### src/rtl/uart_pkg.sv
// UART types and framing constants shared by the transmitter and receiver.
// Latency: n/a (declarations only).
// Backpressure: n/a.
package uart_pkg;

    typedef enum logic [2:0] {
        IDLE,
        START,
        DATA,
        STOP,
        GAP
    } tx_state_t;

    localparam int DATA_BITS      = 8;
    localparam int BYTES_PER_WORD = 2;
    localparam int FRAME_BITS     = 10;

endpackage

### src/rtl/uart_tx_byte.sv
// Serializes one byte as an 8N1 frame; owns the bit timer and START/DATA/STOP sequencing.
// Latency: line drops on the edge that samples start; frame lasts FRAME_BITS*CLKS_PER_BIT cycles.
// Backpressure: start is only legal while idle or on the cycle done is high (back-to-back chaining).
module uart_tx_byte
    import uart_pkg::*;
#(
    parameter int CLKS_PER_BIT = 434
) (
    input  logic       clk,
    input  logic       rst,
    input  logic [7:0] byte_dat,
    input  logic       start,
    output logic       done,
    output logic       ser_out
);

    localparam int            TW       = $clog2(CLKS_PER_BIT);
    localparam logic [TW-1:0] BIT_LOAD = TW'(CLKS_PER_BIT - 1);
    localparam logic [2:0]    LAST_BIT = 3'(DATA_BITS - 1);

    if (CLKS_PER_BIT < 2) begin : g_bad_cpb
        $error("uart_tx_byte: CLKS_PER_BIT must be >= 2");
    end

    tx_state_t     state_q, state_d;
    logic [TW-1:0] timer_q, timer_d;
    logic [2:0]    bit_idx_q, bit_idx_d;
    logic [7:0]    byte_q, byte_d;
    logic          ser_q, ser_d;

    always_ff @(posedge clk) begin
        if (rst) begin
            state_q   <= IDLE;
            timer_q   <= '0;
            bit_idx_q <= '0;
            byte_q    <= '0;
            ser_q     <= 1'b1;
        end else begin
            state_q   <= state_d;
            timer_q   <= timer_d;
            bit_idx_q <= bit_idx_d;
            byte_q    <= byte_d;
            ser_q     <= ser_d;
        end
    end

    always_comb begin
        state_d   = state_q;
        timer_d   = timer_q;
        bit_idx_d = bit_idx_q;
        byte_d    = byte_q;
        ser_d     = ser_q;
        done      = 1'b0;

        case (state_q)
            IDLE: begin
                ser_d = 1'b1;
                if (start) begin
                    state_d = START;
                    timer_d = BIT_LOAD;
                    byte_d  = byte_dat;
                    ser_d   = 1'b0;
                end
            end
            START: begin
                if (timer_q == '0) begin
                    state_d   = DATA;
                    timer_d   = BIT_LOAD;
                    bit_idx_d = '0;
                    ser_d     = byte_q[0];
                end else begin
                    timer_d = timer_q - TW'(1);
                end
            end
            DATA: begin
                if (timer_q == '0) begin
                    timer_d = BIT_LOAD;
                    if (bit_idx_q == LAST_BIT) begin
                        state_d = STOP;
                        ser_d   = 1'b1;
                    end else begin
                        bit_idx_d = bit_idx_q + 3'd1;
                        ser_d     = byte_q[bit_idx_q + 3'd1];
                    end
                end else begin
                    timer_d = timer_q - TW'(1);
                end
            end
            STOP: begin
                if (timer_q == '0) begin
                    done = 1'b1;
                    // A start on the final stop cycle chains straight into the next start bit.
                    if (start) begin
                        state_d = START;
                        timer_d = BIT_LOAD;
                        byte_d  = byte_dat;
                        ser_d   = 1'b0;
                    end else begin
                        state_d = IDLE;
                        ser_d   = 1'b1;
                    end
                end else begin
                    timer_d = timer_q - TW'(1);
                end
            end
            default: begin
                state_d = IDLE;
                ser_d   = 1'b1;
            end
        endcase
    end

    assign ser_out = ser_q;

endmodule

### src/rtl/uart_tx_word.sv
// Accepts a 16-bit word on valid/ready and sends it as two 8N1 frames, low byte first, plus optional idle gap.
// Latency: start bit begins the cycle after accept; word occupies 20*CLKS_PER_BIT (+gap) cycles.
// Backpressure: data_send_ready only while idle and out of reset; one idle cycle between words.
module uart_tx_word
    import uart_pkg::*;
#(
    parameter int CLKS_PER_BIT = 434,
    parameter int IDLE_BITS    = 0
) (
    input  logic        clk,
    input  logic        rst,
    input  logic [15:0] data_send,
    input  logic        data_send_valid,
    output logic        data_send_ready,
    output logic        ser_out,
    output logic        busy
);

    localparam int            GAP_CYCLES = (IDLE_BITS > 0) ? IDLE_BITS * CLKS_PER_BIT : 1;
    localparam int            GW         = $clog2(GAP_CYCLES + 1);
    localparam logic [GW-1:0] GAP_LOAD   = GW'(GAP_CYCLES - 1);
    localparam logic          LAST_BYTE  = 1'(BYTES_PER_WORD - 1);

    tx_state_t     state_q, state_d;
    logic [15:0]   word_q, word_d;
    logic          byte_idx_q, byte_idx_d;
    logic [GW-1:0] gap_q, gap_d;

    logic          accept;
    logic          byte_start;
    logic          byte_done;
    logic [7:0]    byte_dat;

    assign data_send_ready = (state_q == IDLE) && !rst;
    assign accept          = data_send_valid && data_send_ready;
    assign busy            = (state_q != IDLE) && !rst;

    // Byte 0 goes straight from the input bus so the start bit can begin on the accept edge.
    assign byte_start = accept || (byte_done && (byte_idx_q != LAST_BYTE));
    assign byte_dat   = accept ? data_send[7:0] : word_q[{byte_idx_q + 1'b1, 3'b000} +: 8];

    always_ff @(posedge clk) begin
        if (rst) begin
            state_q    <= IDLE;
            word_q     <= '0;
            byte_idx_q <= 1'b0;
            gap_q      <= '0;
        end else begin
            state_q    <= state_d;
            word_q     <= word_d;
            byte_idx_q <= byte_idx_d;
            gap_q      <= gap_d;
        end
    end

    // DATA here stands for the whole two-frame body, which the byte engine sequences.
    always_comb begin
        state_d    = state_q;
        word_d     = word_q;
        byte_idx_d = byte_idx_q;
        gap_d      = gap_q;

        case (state_q)
            IDLE: begin
                if (accept) begin
                    state_d    = DATA;
                    word_d     = data_send;
                    byte_idx_d = 1'b0;
                end
            end
            DATA: begin
                if (byte_done) begin
                    if (byte_idx_q != LAST_BYTE) begin
                        byte_idx_d = byte_idx_q + 1'b1;
                    end else begin
                        byte_idx_d = 1'b0;
                        if (IDLE_BITS > 0) begin
                            state_d = GAP;
                            gap_d   = GAP_LOAD;
                        end else begin
                            state_d = IDLE;
                        end
                    end
                end
            end
            GAP: begin
                if (gap_q == '0) begin
                    state_d = IDLE;
                end else begin
                    gap_d = gap_q - GW'(1);
                end
            end
            default: begin
                state_d = IDLE;
            end
        endcase
    end

    uart_tx_byte #(
        .CLKS_PER_BIT(CLKS_PER_BIT)
    ) u_tx_byte (
        .clk     (clk),
        .rst     (rst),
        .byte_dat(byte_dat),
        .start   (byte_start),
        .done    (byte_done),
        .ser_out (ser_out)
    );

endmodule
### config.mk
export PLATFORM = sky130hd
export DESIGN_NAME = uart_tx_word
export DESIGN_NICKNAME = d
export VERILOG_FILES = /design/src/rtl/uart_pkg.sv /design/src/rtl/uart_tx_byte.sv /design/src/rtl/uart_tx_word.sv
export SDC_FILE = /design/constraint.sdc
export NUM_CORES = 1
export LEC_CHECK = 0
export CORE_MARGIN = 1.5
export CORE_UTILIZATION = 50
export DETAILED_ROUTE_END_ITERATION = 8
export PLACE_DENSITY = 0.75
export SYNTH_ARGS = -nofsm -noshare
export SYNTH_HDL_FRONTEND = slang
export SYNTH_SLANG_ARGS = --single-unit
### constraint.sdc
create_clock -name clk -period 4 [get_ports clk]
set_input_delay 0.8 -clock clk [delete_from_list [all_inputs] [get_ports clk]]
set_output_delay 0.8 -clock clk [all_outputs]
set_load 0.03 [all_outputs]
# == After elaboration in Yosys (flattened, before gate mapping) ==
# Cells that the tools add are included.
# word_totals
regBits,45
inputBits,19
output_inout_bits,3
elab_cells,93
# classes
n_addsub,4
n_lt_le_gt_ge,1
n_eq_ne,16
shift,1
mux,39
bitwise_logic,1
reduce_logical,22
# ops
cell,count
$mux W3,12
$mux W9,3
$pmux W9 S3,1
$mux W8,3
$pmux W8 S2,1
$shiftx A16 B5 Y8,1
$mux W1,13
$ne A2 B2 Y1 const B,6
$pmux W3 S4,1
$eq A3 B2 Y1 const B,3
$logic_not A9 Y1,1
$pmux W3 S3,1
$sub A9 B1 Y9 const B,1
$ne A2 B1 Y1 const B,4
$reduce_and A4 Y1,2
$eq A3 B3 Y1 const B,2
$logic_not A3 Y1,2
$pmux W3 S2,1
$reduce_and A3 Y1,2
$reduce_bool A2 Y1,3
$reduce_bool A3 Y1,2
$reduce_and A5 Y1,1
$logic_and A1 B1 Y1,4
$lt A3 B4 Y1 const B,1
other kinds (12),13

# == Logic depth before layout (Yosys ltp) ==
# depth
depth_word,8
ltp_mapped,8
depth_no_buf,7

# == By module ==
# A second synthesis with hierarchy kept.
# hier_totals
hier_cells,254
hier_area_um2,2162.1
# by_module_without_submodules
module,n_inst,cells_per_inst,area_per_inst_um2,seq_area_each_um2
uart_tx_byte,1,142,1320.0,460.4
uart_tx_word,1,112,842.1,360.3

# == Worst setup path before layout ==
# OpenSTA, ideal clock, no wires.
# synth_timing
kind,input to output
from,input rst
to,output data_send_ready
arrival_time_ns,1.600
required_ns,3.200
path_slack_ns,1.600
stages,3
path_buffers,2
path_cell_list,clkbuf_1 buf_1 nor2_1
# synth_between
elab_chain_len,2
# synth_rtl
element,line_no,source
from (decl),uart_tx_word.sv:11,"input logic rst,"
$logic_not A1 Y1,uart_tx_word.sv:34,assign data_send_ready = (state_q == IDLE) && !rst;
$logic_and A1 B1 Y1,uart_tx_word.sv:34,
to (decl),uart_tx_word.sv:14,"output logic data_send_ready,"
# Every way passes these cells.

# == Worst setup path after layout ==
# layout_timing
from,input rst
to,output busy
# layout_between
elab_chain_len,2
# layout_rtl
element,line_no,source
$logic_not A1 Y1,uart_tx_word.sv:36,assign busy = (state_q != IDLE) && !rst;
$logic_and A1 B1 Y1,uart_tx_word.sv:36,
to (decl),uart_tx_word.sv:16,output logic busy
# Every way passes these cells.

==> results.py <==
metrics = {
    "die": {
        "rows": 24,
        "die_height_um": 71.0,
        "io-pin-count": 22,
        "core_mm2": 0.00441,
        "fp.dieW_um": 71.0,
        "dieArea_mm2": 0.00504,
        "initial_core_util_pct": 52.4,
    },
    "yosys": {
        "synth-edff-count": 0,
        "ys.flop_type": "dfxtp_1",
        "netlist_area_mm2": 0.00231,
        "yosys.area_share.xor_xnor_pct": 0.757,
        "syn_nets": 305,
        "ys_seq_area_share_pct": 35.5,
        "syn_avg_cell_area_um2": 8.35,
        "ys_types": 50,
        "synth-adder-area-share_pct": 4.87,
        "synthArstFlopShare_pct": 0,
        "synth_simple_gate_area_share_pct": 25.5,
        "synth_cells": 277,
        "yosys-mux-area-fraction_pct": 11.5,
        "synth_top_family_by_area": "simple AND/OR/NAND/NOR gates",
        "synth-compound-area-share_pct": 16.4,
        "synth-seq-cells": 41,
        "ys_warn_count": 0,
    },
    "timing": {
        "rsz0062_at_grt": "no",
        "fin_worst_skew_ns": 0.00528,
        "worstMarginPinSlew_ns": 0.694,
        "drv_slew": 0,
        "max_freq_ghz": 0.321,
        "min_period_ns": 3.11,
        "slew_headroom_pct": 53.7,
        "setup_viol": 0,
        "period_share_pct": 77.8,
        "setup_tns_ns": 0,
        "fin_ws_ns": 0.889,
        "hold_viol": 0,
    },
    "cells_and_area": {
        "syn2layout_area_growth_pct": 12.7,
        "antenna_cells": 0,
        "fin_nets": 316,
        "layout-drive-gt1-share_pct": 8.65,
        "final_cell_count_no_fill": 341,
    },
    "clock_tree": {
        "cts_resized": 0,
        "clock_latency_ns": 0.29,
        "postCtsSetupBuffers": 0,
        "clk_path_buf_depth": 2,
        "path_clk_slew_ns": 0.08,
        "htree_levels": 2,
        "cts.sink_count": 41,
        "hold_buffers": 0,
        "cts_root_buffer": "clkbuf_8",
        "cts_made_buffers": 5,
        "cts_tree": "built",
    },
    "detailed_routing": {
        "first_pass_iters": 6,
        "via_per_inst": 5.73,
        "drc_errors": 0,
        "routed_wl_um": 5030,
        "drt_iter0_markers": 169,
        "antenna_left": 0,
        "vias": 1953,
        "wl_per_cell_um": 14.7,
    },
    "run": {
        "drv_cap": 0,
    },
    "global_routing": {
        "grt_pass1_vias": 1886,
        "grt_use_total_pct": 22.0,
        "antenna_found_initial": 0,
        "grt_max_degree": 35,
        "grt-ovfl-total": 0,
        "grt_first_pass_wirelength_um": 9050,
    },
    "worst_setup_path": {
        "slowest_delay_ns": 0.68,
        "required_ns": 3.20,
        "crit_top_cell": "clkdlybuf4s50_1",
        "path_class": "in2out",
        "crit_chain": "clkdlybuf4s50_1 -> nor2b_1 -> clkdlybuf4s50_1",
        "crit_path_end_kind": "primary output",
        "worst-path-buf-inv": 2,
        "cp-start-kind": "input pin",
        "critPathSlowestCell": "clkdlybuf4s50_1",
        "critPathArrivalTime_ns": 2.31,
        "crit_fanout": 13,
        "reg2reg_slack_ns": 1.53,
        "cp_top_family": "buffers and inverters",
    },
    "placement": {
        "dpl.cell_count": 333,
        "hpwl_um": 3570,
        "gp_congestion": 0.839,
        "numPortBuffers": 21,
        "post-place-ws_ns": 0.790,
    },
    "min_path": {
        "hold_path.class": "reg2reg",
    },
    "run_status": {
        "outcome": "complete, no violations",
    },
    "pwr": {
        "finalPower_mw": 1.61,
        "power.density_mw_per_mm2": 616,
        "vdd_drop_max_mv": 0.253,
        "leakage_nw": 1.03,
    },
}
[metrics by stage]
stage	hold WS (ns)	utilization, %	cell area [µm²]
floorplan	0.436	-	2310
global placement	0.441	56.9	2510
detailed placement	0.449	56.9	2510
CTS	0.460	59.1	2610
global route	0.483	59.1	2610
finish	0.462	59.1	2610
[final cells by class]
type / instances / area, µm²
Fill cell: 378 / 1810
Multi-Input combinational cell: 209 / 1370
Sequential cell: 41 / 821
Timing Repair Buffer: 23 / 225
Clock buffer: 6 / 82.6
Tap cell: 52 / 65.1
Inverter: 8 / 30.0
Clock inverter: 2 / 13.8
[report_power, final]
group,switching (mW),internal (mW)
registers,0.0731,0.463
logic,0.460,0.321
clock network,0.149,0.140
[registers in the layout, summed over array words and instances, names as in the netlist]
signal,flops
u_tx_byte.byte_q,8
byte_idx_q,1
state_q,1
u_tx_byte.state_q,2
u_tx_byte.bit_idx_q,3
u_tx_byte.ser_out,1
u_tx_byte.timer_q,9
word_q,16
[layer usage]
layer | track usage, % | wire length [µm]
met3 | 3.56 | 163
met1 | 32.7 | 2540
met2 | 33.2 | 2270
met5 | 0 | 0
met4 | 5.66 | 54
[cells in the mapped netlist, types with 3 or more instances]
master | instances | area (µm²)
nor3_1 | 6 | 30.0
a31oi_1 | 3 | 18.8
clkbuf_1 | 11 | 41.3
nor2_1 | 29 | 109
buf_6 | 3 | 33.8
a21oi_1 | 22 | 110
nand4_1 | 3 | 18.8
inv_1 | 8 | 30.0
dfxtp_1 | 41 | 821
o21ai_0 | 16 | 80.1
nand3b_1 | 8 | 60.1
ha_1 | 9 | 113
or3_1 | 3 | 18.8
mux2i_1 | 21 | 210
nor2b_1 | 3 | 18.8
nand2_1 | 39 | 146
nor3b_1 | 3 | 22.5
nand2b_1 | 7 | 43.8
[placed cells by master, fill, tap and decap left out, types with 6 or more instances in the layout]
cell type        count
o21ai_0             16
a21oi_1             22
nor2_1              29
nor3_1               6
nand3b_1             8
mux2i_1             21
inv_1                8
nand2b_1             7
clkbuf_8             6
ha_1                 9
dfxtp_1             41
nand2_1             39
clkdlybuf4s50_1     21
[worst min-delay path, stage by stage, from the launching register on]
cell and delay [ns]:
dfxtp_1 0.32, nand2_1 0.05, a21oi_1 0.05
[logic make-up (layout without fill, tap and decap cells)]
family,after synthesis,in the layout
simple gates,115,115
compound gates,59,59
flops,41,41
buf+inv,27,39
mux,24,24
fa+ha+maj,9,9
xor+xnor,2,2
[worst paths after layout]
kind | start | end | cells after the start
setup / recovery | rst | busy | 3
setup reg to reg | u_tx_byte.timer_q[0] | u_tx_byte.byte_q[7] | 7
hold reg to reg | word_q[0] | word_q[0] | 2
hold / removal | word_q[0] | word_q[0] | 2
Power figures use the tool's default switching activity.
